$ cat config.mk
export PLATFORM = sky130hd
export DESIGN_NAME = trdb_packet_sched
export DESIGN_NICKNAME = d
export VERILOG_FILES = /design/src/rtl/trdb_pkg.sv /design/src/rtl/trdb_sync_fifo.sv /design/src/rtl/trdb_packet_sched.sv
export SDC_FILE = /design/constraint.sdc
export NUM_CORES = 1
export LEC_CHECK = 0
export CELL_PAD_IN_SITES_DETAIL_PLACEMENT = 1
export CELL_PAD_IN_SITES_GLOBAL_PLACEMENT = 2
export CORE_UTILIZATION = 30
export CTS_CLUSTER_DIAMETER = 50
export CTS_CLUSTER_SIZE = 24
export DETAILED_ROUTE_END_ITERATION = 8
export GPL_TIMING_DRIVEN = 0
export PLACE_DENSITY = 0.68
export SLEW_MARGIN = 20
export SYNTH_ARGS = -nofsm -noshare
export SYNTH_HDL_FRONTEND = slang
export SYNTH_SLANG_ARGS = --single-unit
$ cat constraint.sdc
create_clock -name clk_i -period 4.71 [get_ports clk_i]
set_input_delay 0.942 -clock clk_i [delete_from_list [all_inputs] [get_ports clk_i]]
set_output_delay 0.942 -clock clk_i [all_outputs]
set_load 0.005 [all_outputs]
$ cat src/rtl/trdb_pkg.sv
// trdb_pkg - shared types and constants for the trace debugger output path.
//   XLEN          : packet word width
//   OVF_TAG       : tag byte placed in the top byte of an overflow marker word
//   sched_state_e : output scheduler states
//   ovf_marker()  : builds an overflow marker word from a lost-word count
package trdb_pkg;

  localparam int unsigned XLEN = 32;

  localparam logic [7:0] OVF_TAG = 8'hA5;

  typedef enum logic [1:0] {
    RUN   = 2'd0,
    DROP  = 2'd1,
    MARK  = 2'd2,
    FLUSH = 2'd3
  } sched_state_e;

  // Marker layout: tag in the top byte, lost count (zero-extended) below it.
  function automatic logic [XLEN-1:0] ovf_marker(input logic [XLEN-9:0] lost);
    return {OVF_TAG, lost};
  endfunction

endpackage

$ cat src/rtl/trdb_sync_fifo.sv
// trdb_sync_fifo - single-clock FIFO with show-ahead read.
//   clk_i, rst_ni    : clock, asynchronous active-low reset (pointers only)
//   push_i, wdata_i  : write request and data; refused while full
//   pop_i            : read request; ignored while empty
//   rdata_o          : head word, valid whenever not empty (0 when empty)
//   full_o, empty_o  : status of the current (pre-edge) contents
//   level_o          : occupancy, 0..DEPTH
module trdb_sync_fifo #(
  parameter int unsigned WIDTH = 32,
  parameter int unsigned DEPTH = 16
) (
  input  logic                     clk_i,
  input  logic                     rst_ni,
  input  logic                     push_i,
  input  logic [WIDTH-1:0]         wdata_i,
  input  logic                     pop_i,
  output logic [WIDTH-1:0]         rdata_o,
  output logic                     full_o,
  output logic                     empty_o,
  output logic [$clog2(DEPTH):0]   level_o
);

  localparam int unsigned AW = $clog2(DEPTH);

  logic [WIDTH-1:0] mem_q [DEPTH];
  logic [AW:0]      wptr_q, rptr_q;
  logic             do_push, do_pop;

  // Pointers carry one extra wrap bit so full and empty are distinguishable.
  assign full_o  = (wptr_q[AW] != rptr_q[AW]) && (wptr_q[AW-1:0] == rptr_q[AW-1:0]);
  assign empty_o = (wptr_q == rptr_q);
  assign level_o = wptr_q - rptr_q;

  assign do_push = push_i && !full_o;
  assign do_pop  = pop_i && !empty_o;

  // Masked when empty so stale storage never shows on the output.
  assign rdata_o = empty_o ? '0 : mem_q[rptr_q[AW-1:0]];

  always_ff @(posedge clk_i or negedge rst_ni) begin
    if (!rst_ni) begin
      wptr_q <= '0;
      rptr_q <= '0;
    end else begin
      if (do_push) wptr_q <= wptr_q + 1'b1;
      if (do_pop)  rptr_q <= rptr_q + 1'b1;
    end
  end

  always_ff @(posedge clk_i) begin
    if (do_push) mem_q[wptr_q[AW-1:0]] <= wdata_i;
  end

endmodule

$ cat src/rtl/trdb_packet_sched.sv
// trdb_packet_sched - buffers the trace packet word stream (no backpressure)
// and drains it to a valid/ready sink. Overflowing words are dropped and
// counted; a software flush drains the buffer and reports completion.
//
// Build option TRDB_OVF_MARKER_EN: when defined, an overflow marker word
// (tag + lost count) is inserted once space frees after a drop burst.
//
// Ports:
//   clk_i, rst_ni          : clock, asynchronous active-low reset
//   trace_en_i             : capture enable
//   flush_i                : flush request pulse
//   packet_word_i/_valid_i : input word stream
//   out_word_o/_valid_o    : FIFO head towards the sink
//   out_ready_i            : sink accept
//   fifo_level_o           : FIFO occupancy
//   lost_count_o           : dropped words not yet reported (saturating)
//   overflow_o             : sticky overflow flag
//   flush_done_o           : one-cycle flush completion pulse
module trdb_packet_sched
  import trdb_pkg::*;
#(
  parameter int unsigned FIFO_DEPTH = 16,
  parameter int unsigned LOSTW      = 16
) (
  input  logic                          clk_i,
  input  logic                          rst_ni,
  input  logic                          trace_en_i,
  input  logic                          flush_i,
  input  logic [XLEN-1:0]               packet_word_i,
  input  logic                          packet_word_valid_i,
  output logic [XLEN-1:0]               out_word_o,
  output logic                          out_valid_o,
  input  logic                          out_ready_i,
  output logic [$clog2(FIFO_DEPTH):0]   fifo_level_o,
  output logic [LOSTW-1:0]              lost_count_o,
  output logic                          overflow_o,
  output logic                          flush_done_o
);

  sched_state_e     state_q, state_d;
  logic             flush_pend_q, flush_pend_d;
  logic [LOSTW-1:0] lost_q, lost_d, lost_inc;
  logic             ovf_q, ovf_d;
  logic             done_q, done_d;

  logic             acc, push, full, empty;
  logic [XLEN-1:0]  push_word;

  function automatic logic [LOSTW-1:0] sat_inc(input logic [LOSTW-1:0] v, input logic inc);
    if (inc && (v != '1)) return v + LOSTW'(1);
    return v;
  endfunction

  assign acc      = trace_en_i && packet_word_valid_i;
  assign lost_inc = sat_inc(lost_q, acc);

  trdb_sync_fifo #(
    .WIDTH (XLEN),
    .DEPTH (FIFO_DEPTH)
  ) u_fifo (
    .clk_i   (clk_i),
    .rst_ni  (rst_ni),
    .push_i  (push),
    .wdata_i (push_word),
    .pop_i   (out_valid_o && out_ready_i),
    .rdata_o (out_word_o),
    .full_o  (full),
    .empty_o (empty),
    .level_o (fifo_level_o)
  );

  always_comb begin
    state_d      = state_q;
    flush_pend_d = flush_pend_q | flush_i;
    lost_d       = lost_q;
    ovf_d        = ovf_q;
    done_d       = 1'b0;
    push         = 1'b0;
    push_word    = packet_word_i;
    case (state_q)
      RUN: begin
        if (acc && full) begin
          // Drop takes priority; a pending flush waits until RUN again.
          lost_d  = lost_inc;
          ovf_d   = 1'b1;
          state_d = DROP;
        end else begin
          push = acc;
          if (flush_i || flush_pend_q) begin
            flush_pend_d = 1'b0;
            state_d      = FLUSH;
          end
        end
      end
      DROP: begin
        lost_d = lost_inc;
        if (!full) begin
`ifdef TRDB_OVF_MARKER_EN
          state_d = MARK;
`else
          state_d = RUN;
`endif
        end
      end
`ifdef TRDB_OVF_MARKER_EN
      MARK: begin
        // A word arriving now is dropped but still reported in this marker.
        push      = 1'b1;
        push_word = ovf_marker((XLEN-8)'(lost_inc));
        lost_d    = '0;
        state_d   = RUN;
      end
`endif
      FLUSH: begin
        // Requests during a flush are absorbed.
        flush_pend_d = 1'b0;
        if (empty) begin
          done_d  = 1'b1;
          ovf_d   = 1'b0;
          lost_d  = '0;
          state_d = RUN;
        end
      end
      default: state_d = RUN;
    endcase
  end

  always_ff @(posedge clk_i or negedge rst_ni) begin
    if (!rst_ni) begin
      state_q      <= RUN;
      flush_pend_q <= 1'b0;
      lost_q       <= '0;
      ovf_q        <= 1'b0;
      done_q       <= 1'b0;
    end else begin
      state_q      <= state_d;
      flush_pend_q <= flush_pend_d;
      lost_q       <= lost_d;
      ovf_q        <= ovf_d;
      done_q       <= done_d;
    end
  end

  assign out_valid_o  = !empty;
  assign lost_count_o = lost_q;
  assign overflow_o   = ovf_q;
  assign flush_done_o = done_q;

endmodule

==> results of run 1 <==
[final cells by class]
| cell class | instances | area share |
|---|---|---|
| Sequential cell | 543 | 0.612 |
| Multi-Input combinational cell | 464 | 0.201 |
| Clock buffer | 58 | 0.0526 |
| Timing Repair Buffer | 123 | 0.0511 |
| Tap cell | 950 | 0.0450 |
| Clock inverter | 43 | 0.0241 |
| Buffer | 57 | 0.0120 |
| Inverter | 18 | 0.00294 |
[worst max path at each step]
stage	start	end	slack, ns	cells past startpoint
CTS	u_fifo.rptr_q[3]$_DFFE_PN0P_	out_word_o[9]	0.02	9
finish	u_fifo.rptr_q[3]$_DFFE_PN0P_	out_word_o[9]	0.12	9
global route	u_fifo.rptr_q[3]$_DFFE_PN0P_	out_word_o[10]	0.007	9
detailed placement	u_fifo.rptr_q[2]$_DFFE_PN0P_	out_word_o[28]	-1.35	10
floorplan	u_fifo.rptr_q[2]$_DFFE_PN0P_	u_fifo.mem_q[4][0]$_DFFE_PP_	-0.45	9
global placement	u_fifo.rptr_q[2]$_DFFE_PN0P_	u_fifo.mem_q[6][10]$_DFFE_PP_	-4.22	9
[per-stage QoR]
step,power (µW),TNS [ns],util
finish,15600,0,0.370
global route,16400,0,0.370
CTS,15800,0,0.370
detailed placement,10900,-181.79,0.339
global placement,10800,-1166.81,0.332
floorplan,8590,-57.95,-
[kinds of logic (layout without fill, tap and decap cells)]
group                      after synthesis  after routing  share of synthesized area
DFF                                    543            543                      0.748
and+or+nand+nor                        188            188                     0.0443
muxes                                  163            163                      0.150
AOI/OAI and AO/OA                       85             85                     0.0285
buffers and inverters                   76            299                     0.0152
adders and majority gates               15             15                    0.00904
xor gates and xnor gates                13             13                    0.00527
[registers in the layout, summed over array words and instances (netlist names)]
signal	cells
state_q	2
u_fifo.wptr_q	5
u_fifo.mem_q	512
u_fifo.rptr_q	5
flush_pend_q	1
flush_done_o	1
lost_count_o	16
overflow_o	1
[repair_timing]
action / in CTS / in global routing
gates resized for setup: 44 / 11
pin swaps: 2 / 1
hold buffers: 0 / 0
endpoints found under the setup margin: 555 / 19
gates cloned: 0 / 0
setup buffers: 2 / 0
[worst max-delay path, stage by stage, from the launching register on]
cell	delay [ns]
dfrtp_2	0.53
clkinvlp_4	0.31
buf_2	0.31
ha_1	0.39
nand4_1	0.18
nor2_4	0.09
buf_12	0.17
clkbuf_4	0.22
a211oi_2	0.25
clkdlybuf4s50_1	0.56
[power groups by stage]
stage	clock (µW)	sequential, µW	combinational [µW]
after global placement	0	5690	5060
after global routing	5020	5630	5710
after floorplan	0	5650	2940
final	4760	5610	5260
after detailed placement	0	5690	5170
after CTS	4850	5610	5360
[cell usage after synthesis (2+ instances only)]
master,number,area share
a211oi_1,32,0.011
a21o_1,3,0.0010
a21oi_1,7,0.0016
a221o_2,2,0.0010
a22oi_1,2,0.00070
a31oi_1,6,0.0017
a41oi_1,2,0.00081
and2_1,11,0.0032
and3_1,37,0.011
and3b_1,2,0.00081
and4_1,3,0.0012
buf_1,4,0.00070
buf_2,19,0.0044
buf_4,3,0.0010
clkbuf_1,31,0.0054
dfrtp_1,31,0.036
edfxtp_1,512,0.71
ha_1,14,0.0081
inv_1,17,0.0030
mux2i_1,34,0.016
mux4_2,128,0.13
nand2_1,77,0.013
nand2b_1,2,0.00058
nand3_1,11,0.0025
nand3b_1,2,0.00070
nand4_1,10,0.0029
nor2_1,13,0.0023
nor2b_1,4,0.0012
nor3_1,8,0.0019
nor4_1,2,0.00058
o21ai_0,11,0.0025
o31ai_1,13,0.0045
o41ai_1,2,0.00081
xnor2_1,11,0.0045
xor2_1,2,0.00081
[per-layer routing]
metal / vias to the layer above / share of wire / track usage
met3: 51 / 0.055 / 0.0268
li1: 4816 / - / -
met5: - / 0.00020 / 0
met2: 303 / 0.48 / 0.242
met4: 2 / 0.015 / 0.0378
met1: 5962 / 0.45 / 0.209
==> out/results.txt, run 1 <==
Leakage dissipation: 0.00861 µW. Once placement finished, the instance area stood at 24200 µm². The run finished with clean final reports. 0 antenna diodes ended up in the layout. The total count of hold-check failures in the final report is 0, and the share of power burned in registers is 0.359. After layout, the minimum clock period comes to 4.59 ns. The share of layout cells above drive strength 1 is 0.258, and the critical path data arrival time is 3.65 ns.

The total DRC errors in the routed layout is 0, and the netlist area before placement is 21600 µm². Port buffering added 93 buffers. The cell area power density came out at 592 nW/µm².

The run gives 6986 as the number of fill cells. OpenSTA, run right after detailed placement, puts the worst setup slack at -1.35 ns. The number of vias per cell is 4.94, and the number of standard-cell rows in the floorplan is 98.

Leaving out fill and tap cells, the most frequent cells in the layout are edfxtp_1 (512), mux4_2 (128), clkdlybuf4s50_1 (92), nand2_1 (77), clkbuf_16 (55). The distinct cell type count of the synthesized netlist came out at 50. The finished layout holds 2256 standard cells, fillers aside.

The count of clock tree sinks is 543. For the worst relative slew slack, the log shows 0.401. The logs give 1019 for the number of design-rule violations left by the first detailed-router iteration and 0.767 for the final weighted congestion in routability-driven placement.

The count of nets left with antenna violations after detail routing is 0, and the maximum clock frequency is 218 MHz. The critical path launch point type is a register. The core region is 71400 µm². Class of the tightest hold or removal check: input port to async pin. Detailed placement finished with a half-perimeter wire length of 35000 µm.

The clock passes through at most 3 buffers. The initial antenna violation count is 1. Endpoint kind of the worst setup timing path: a primary output. Net switching fraction of the power: 0.327. The worst register-to-register path has a depth of 8.

The sequential-to-total area share from yosys stat was 0.748. The setup slack of the most critical reg-to-reg path came out at 0.45 ns. Once layout is done, the placed cells without fillers occupy 26400 µm². The share of flip-flops with an asynchronous set or reset is 0.0571, and the initial core utilization is 0.303.

The run gives 10500 µW as the cell internal power dissipation. Summed over all nets, the switching power comes to 5100 µW. In this run, synthesis produced a sequential element count of 543.

The number of enable-type register cells in the synthesized netlist is 512, and the average wire per standard cell is 24.0 µm. The tools report the remaining global-route overflow as 0. For the final net count, the log shows 1314. The pre-antenna-repair detailed-routing pass consisted of 5 iterations. For the total routing usage reported by global routing, the log shows 0.150. The number of instances in the placed design is 2154.

The tools report the capturing point of the worst reg2reg path as u_fifo.mem_q[14][12]$_DFFE_PP_. The library cell used most frequently in the layout, excluding fill and tap cells, is edfxtp_1. For the worst setup path, the data required time is 3.77 ns. By startpoint and endpoint, the worst setup path is classified as register to primary output.

The floorplan step defined a die boundary enclosing 73100 µm². The tightest hold path in the finished design has a slack of 0.147 ns. Setup violations remaining at the end of the flow were counted as 0.

The layout overhead on the synthesized area works out to 22.3%. The transition time at the pin with the least slew margin is 0.898 ns. The clock skew came out at 0.0250 ns. In this run the critical register-to-register path is launched from u_fifo.rptr_q[3]$_DFFE_PN0P_.

The maximum net fanout on the critical path is 10, and the average footprint of a synthesized cell is 19.9 µm². Worst ir drop on vdd: 0.000288 V. The combinational fraction of design power is 0.337, and the worst-case setup margin in the final layout is 0.119 ns. The via count was 11100. The root buffer selected by CTS is clkbuf_16.

Synthesis produced a netlist whose cell count is 1083. CTS built an H-tree with a depth of 2. Yosys printed 0 warnings. TritonCTS built the clock tree. For the number of buffers added by the clock tree synthesis step, the log shows 54.

The width of the chip works out to 270 µm. The number of nets in the synthesized netlist is 1136. The height of the die was 270 µm; the clock-pin slew on the worst setup and hold paths was 0.07 ns. The logs give 54100 µm for the final wirelength and 0 for the max-slew violation count. The number of global-route vias before repair is 12000. Max-cap violations in this run came to 0. 94 I/O pins were placed.

Clock latency on the worst-skew pair, taken at its later pin, is 0.63 ns. Summing all flip-flop and latch instances after layout gives 16200 µm². The pin count of the biggest net entering global routing is 33, and the clock group share of total power is 0.304. The first global-routing pass estimated 80800 µm of wire.

Setup repair after global routing left no endpoint under its margin. The primary flip-flop cell chosen by synthesis mapping is edfxtp_1. The share of the clock period used by the worst path after layout works out to 0.975. In the final layout, the multi-input gates occupy 5290 µm².
Power figures use the tool's default switching activity.
==> run 2, diff against run 1 <==
- CELL_PAD_IN_SITES_DETAIL_PLACEMENT: 1 -> default
- CELL_PAD_IN_SITES_GLOBAL_PLACEMENT: 2 -> default
- PLACE_DENSITY: 0.68 -> 0.59
==> run 2 against run 1 <==
The flow now finishes with violations (design-rule violations). Sequential cell count is the same. Global-route usage shrank 0.93 points. Die area is the same. Total power fell by 4.0%. Clock-buffer cell count down 12. Combinational power is 1% lower. Utilization shrank 0.44 points. Worst hold slack better by 0.029 ns. Fmax about the same.
==> out/results.txt, run 2 (synthesis results as in run 1) <==
Share of the clock period used by the worst path after layout: 0.975 (about the same). The share of power burned in registers came out at 0.373 (was 0.359). For the remaining global-route overflow, the log shows 0 (unchanged). The number of H-tree levels was 2 (unchanged).

Maximum net fanout on the critical path: 10 (unchanged). The first-pass GRT wire length came out at 76600 µm (was 80800 µm). The run gives 26100 µm² (was 26400 µm²) as the design area. The maximum clock frequency is 218 MHz (about the same). The clock group share of total power was 0.280 (was 0.304). The tools report the leakage dissipation as 0.00850 µW (was 0.00861 µW). Number of instances in the placed design: 2155 (was 2154). TritonCTS built the clock tree.

The number of global-route vias before repair is 11400 (was 12000), and the transition time at the pin with the least slew margin is 1.06 ns (was 0.898 ns). The worst relative slew slack was 0.292 (was 0.401). The latest clock arrival within the worst-skew pair is 0.63 ns (about the same), and the final weighted congestion in routability-driven placement is 0.825 (was 0.767).

The cell internal power dissipation is 10100 µW (was 10500 µW), and the final cell utilization of the core is 0.366 (was 0.370). The tools report the setup violation total in the final timing report as 0 (unchanged). Standard cell with the maximum stage delay on the critical path: clkdlybuf4s50_1 (unchanged).

For the final non-filler cell total, the log shows 2241 (was 2256). For the area occupied by multi-input gates, the log shows 5290 µm² (about the same). The endpoint kind of the worst setup timing path is a primary output (unchanged). The class of the tightest hold or removal check was input port to async pin (unchanged). The number of fill cells is 6623 (was 6986). The tools report the critical path launch point type as a register (unchanged). Cell chain of the critical path: buf_6, buf_4, inv_2, buf_6, ha_1, nand4_1, nor2_4, clkbuf_8, a211oi_1, clkdlybuf4s50_1 (was clkinvlp_4, buf_2, ha_1, nand4_1, nor2_4, buf_12, clkbuf_4, a211oi_2, clkdlybuf4s50_1).

The largest stage delay on the critical path is 0.61 ns (was 0.56 ns), and the cell area power density is 575 nW/µm² (was 592 nW/µm²). The root buffer selected by CTS was clkbuf_16 (unchanged). The layout overhead on the synthesized area came out at 20.8% (was 22.3%). Number of buffers added by the clock tree synthesis step: 46 (was 54). The data required time at the worst endpoint was 3.77 ns (about the same); the clock-pin slew on the worst setup and hold paths was 0.08 ns (was 0.07 ns).

The logs give 33400 µm (was 35000 µm) for the detailed-placement wirelength estimate and 7 (was 5) for the total iterations of the first detailed-routing run. Startpoint-to-endpoint class of the critical path: register to primary output (unchanged). For the pin count of the biggest net entering global routing, the log shows 26 (was 33). The tools report the number of design-rule violations left by the first detailed-router iteration as 1172 (was 1019). The total DRC errors in the routed layout came out at 1 (was 0).

The run gives 0 (unchanged) as the number of max-capacitance violations reported. The flow ran to the end, but the final reports show violations. The tools report the count of nets left with antenna violations after detail routing as 0 (unchanged). The run gives 0.303 (unchanged) as the initial core utilization. The run gives 11100 (about the same) as the via count. The number of I/O port buffers is 93 (unchanged).

The cell repeated most along the worst path was buf_6. The logs give 4950 µW (was 5100 µW) for the switching power and 0.347 (was 0.337) for the combinational fraction of design power. The height of the die is 270 µm (unchanged). The number of buffers added to fix hold violations after cts was 0 (unchanged); the minimum clock period was 4.59 ns (about the same). The largest delay contributor family on the critical path was buffers and inverters (unchanged).

For the placement-stage cell area, the log shows 24200 µm² (about the same). The clock skew is 0.0406 ns (was 0.0250 ns), and the average wire per standard cell is 22.6 µm (was 24.0 µm). Startpoint of the lowest-slack register-to-register path: u_fifo.rptr_q[2]$_DFFE_PN0P_ (was u_fifo.rptr_q[3]$_DFFE_PN0P_).

The die area was 73100 µm² (unchanged). The maximum buffer depth of the clock tree was 3 (unchanged); the number of vias per cell was 4.93 (was 4.94). The number of standard-cell rows in the floorplan is 98 (unchanged), and the width of the chip is 270 µm (unchanged).

The net switching fraction of the power came out at 0.330 (was 0.327). The antenna diode count is 0 (unchanged), and the share of layout cells above drive strength 1 is 0.248 (was 0.258). The tools report the count of clock tree sinks as 543 (unchanged). Placeable core region: 71400 µm² (unchanged). Total count of hold-check failures in the final report: 0 (unchanged). The area taken by flip-flops and latches was 16200 µm² (unchanged). For the critical path data arrival time, the log shows 3.65 ns (about the same).

The final reports fail on design-rule violations. The logs give 0.141 (was 0.150) for the total routing usage reported by global routing and 0 (was 1) for the initial antenna violation count. The logs give 0 (unchanged) for the max-slew violation count and 94 (unchanged) for the top-level I/O count. The most common cell after layout, fill and taps aside was edfxtp_1 (unchanged). The accumulated negative setup slack was 0 ns (unchanged); the final net count was 1307 (was 1314).

Worst ir drop on vdd: 0.000277 V (was 0.000288 V). The count of buffer and inverter cells on the critical path came out at 6 (was 5). Most used cells in the layout excluding fill and tap cells: edfxtp_1 (512), mux4_2 (128), clkdlybuf4s50_1 (91), nand2_1 (77), clkbuf_16 (46) (was edfxtp_1 (512), mux4_2 (128), clkdlybuf4s50_1 (92), nand2_1 (77), clkbuf_16 (55)). The final wirelength is 50700 µm (was 54100 µm). Flip-flop count of the largest register, all copies and words added: 512 (unchanged). Start point of the critical path: u_fifo.rptr_q[2]$_DFFE_PN0P_ (was u_fifo.rptr_q[3]$_DFFE_PN0P_).
[run 2: through the flow]
stage	setup WS [ns]	hold slack, ns	total power [µW]
after floorplan	-0.453	0.488	8590
after global placement	-3.78	0.498	10700
after detailed placement	-0.868	0.518	10800
after CTS	0.0110	0.144	15200
after global routing	-0.00103	0.166	15700
final	0.119	0.176	15000
[run 2: worst reg2reg max path, delay by kind of cell, from the launching register on]
| kind | cells | cell delay [ns] |
|---|---|---|
| adder cells (fa/ha/maj) | 1 | 0.33 |
| flip-flops | 1 | 0.46 |
| AND/OR/NAND/NOR | 3 | 1.44 |
| buffers and inverters | 5 | 1.13 |
| AO/OA/AOI/OAI | 1 | 0.60 |
[run 2: repair_timing]
item / in CTS / in global routing
resized for setup: 42 / 4
pin swaps: 1 / 2
setup buffers: 1 / 1
endpoints found under the setup margin: 285 / 30
[run 2: worst paths after layout]
kind	end	slack, ns	depth (start not counted)
max	out_word_o[29]	0.12	10
min	lost_count_o[14]$_DFFE_PN0P_	0.18	1
max reg2reg	u_fifo.mem_q[15][26]$_DFFE_PP_	0.45	10
min reg2reg	lost_count_o[15]$_DFFE_PN0P_	0.52	1
max in group asynchronous	u_fifo.rptr_q[2]$_DFFE_PN0P_	4.13	2
min in group clk_i	lost_count_o[15]$_DFFE_PN0P_	0.52	1
[run 2: routing by layer]
metal	share of wire	wire [µm]	track usage
met5	0	0	0
met4	0.022	1120	0.0416
met3	0.052	2640	0.0215
met2	0.47	24000	0.223
met1	0.45	22900	0.200
[run 2: power by group through the flow]
stage	logic [µW]	registers (µW)	clock network [µW]
global placement	5030	5690	0
global route	5630	5620	4480
detailed placement	5130	5690	0
floorplan	2940	5650	0
finish	5210	5600	4200
CTS	5300	5590	4310
[run 2: layout make-up]
cell class	count	share of cell area
inverters	18	0.00259
plain buffers	57	0.0120
multi-input cells	464	0.203
clock inverters	39	0.0211
well taps	950	0.0456
repair buffers	124	0.0529
clock buffers	46	0.0441
flip-flops and latches	543	0.619
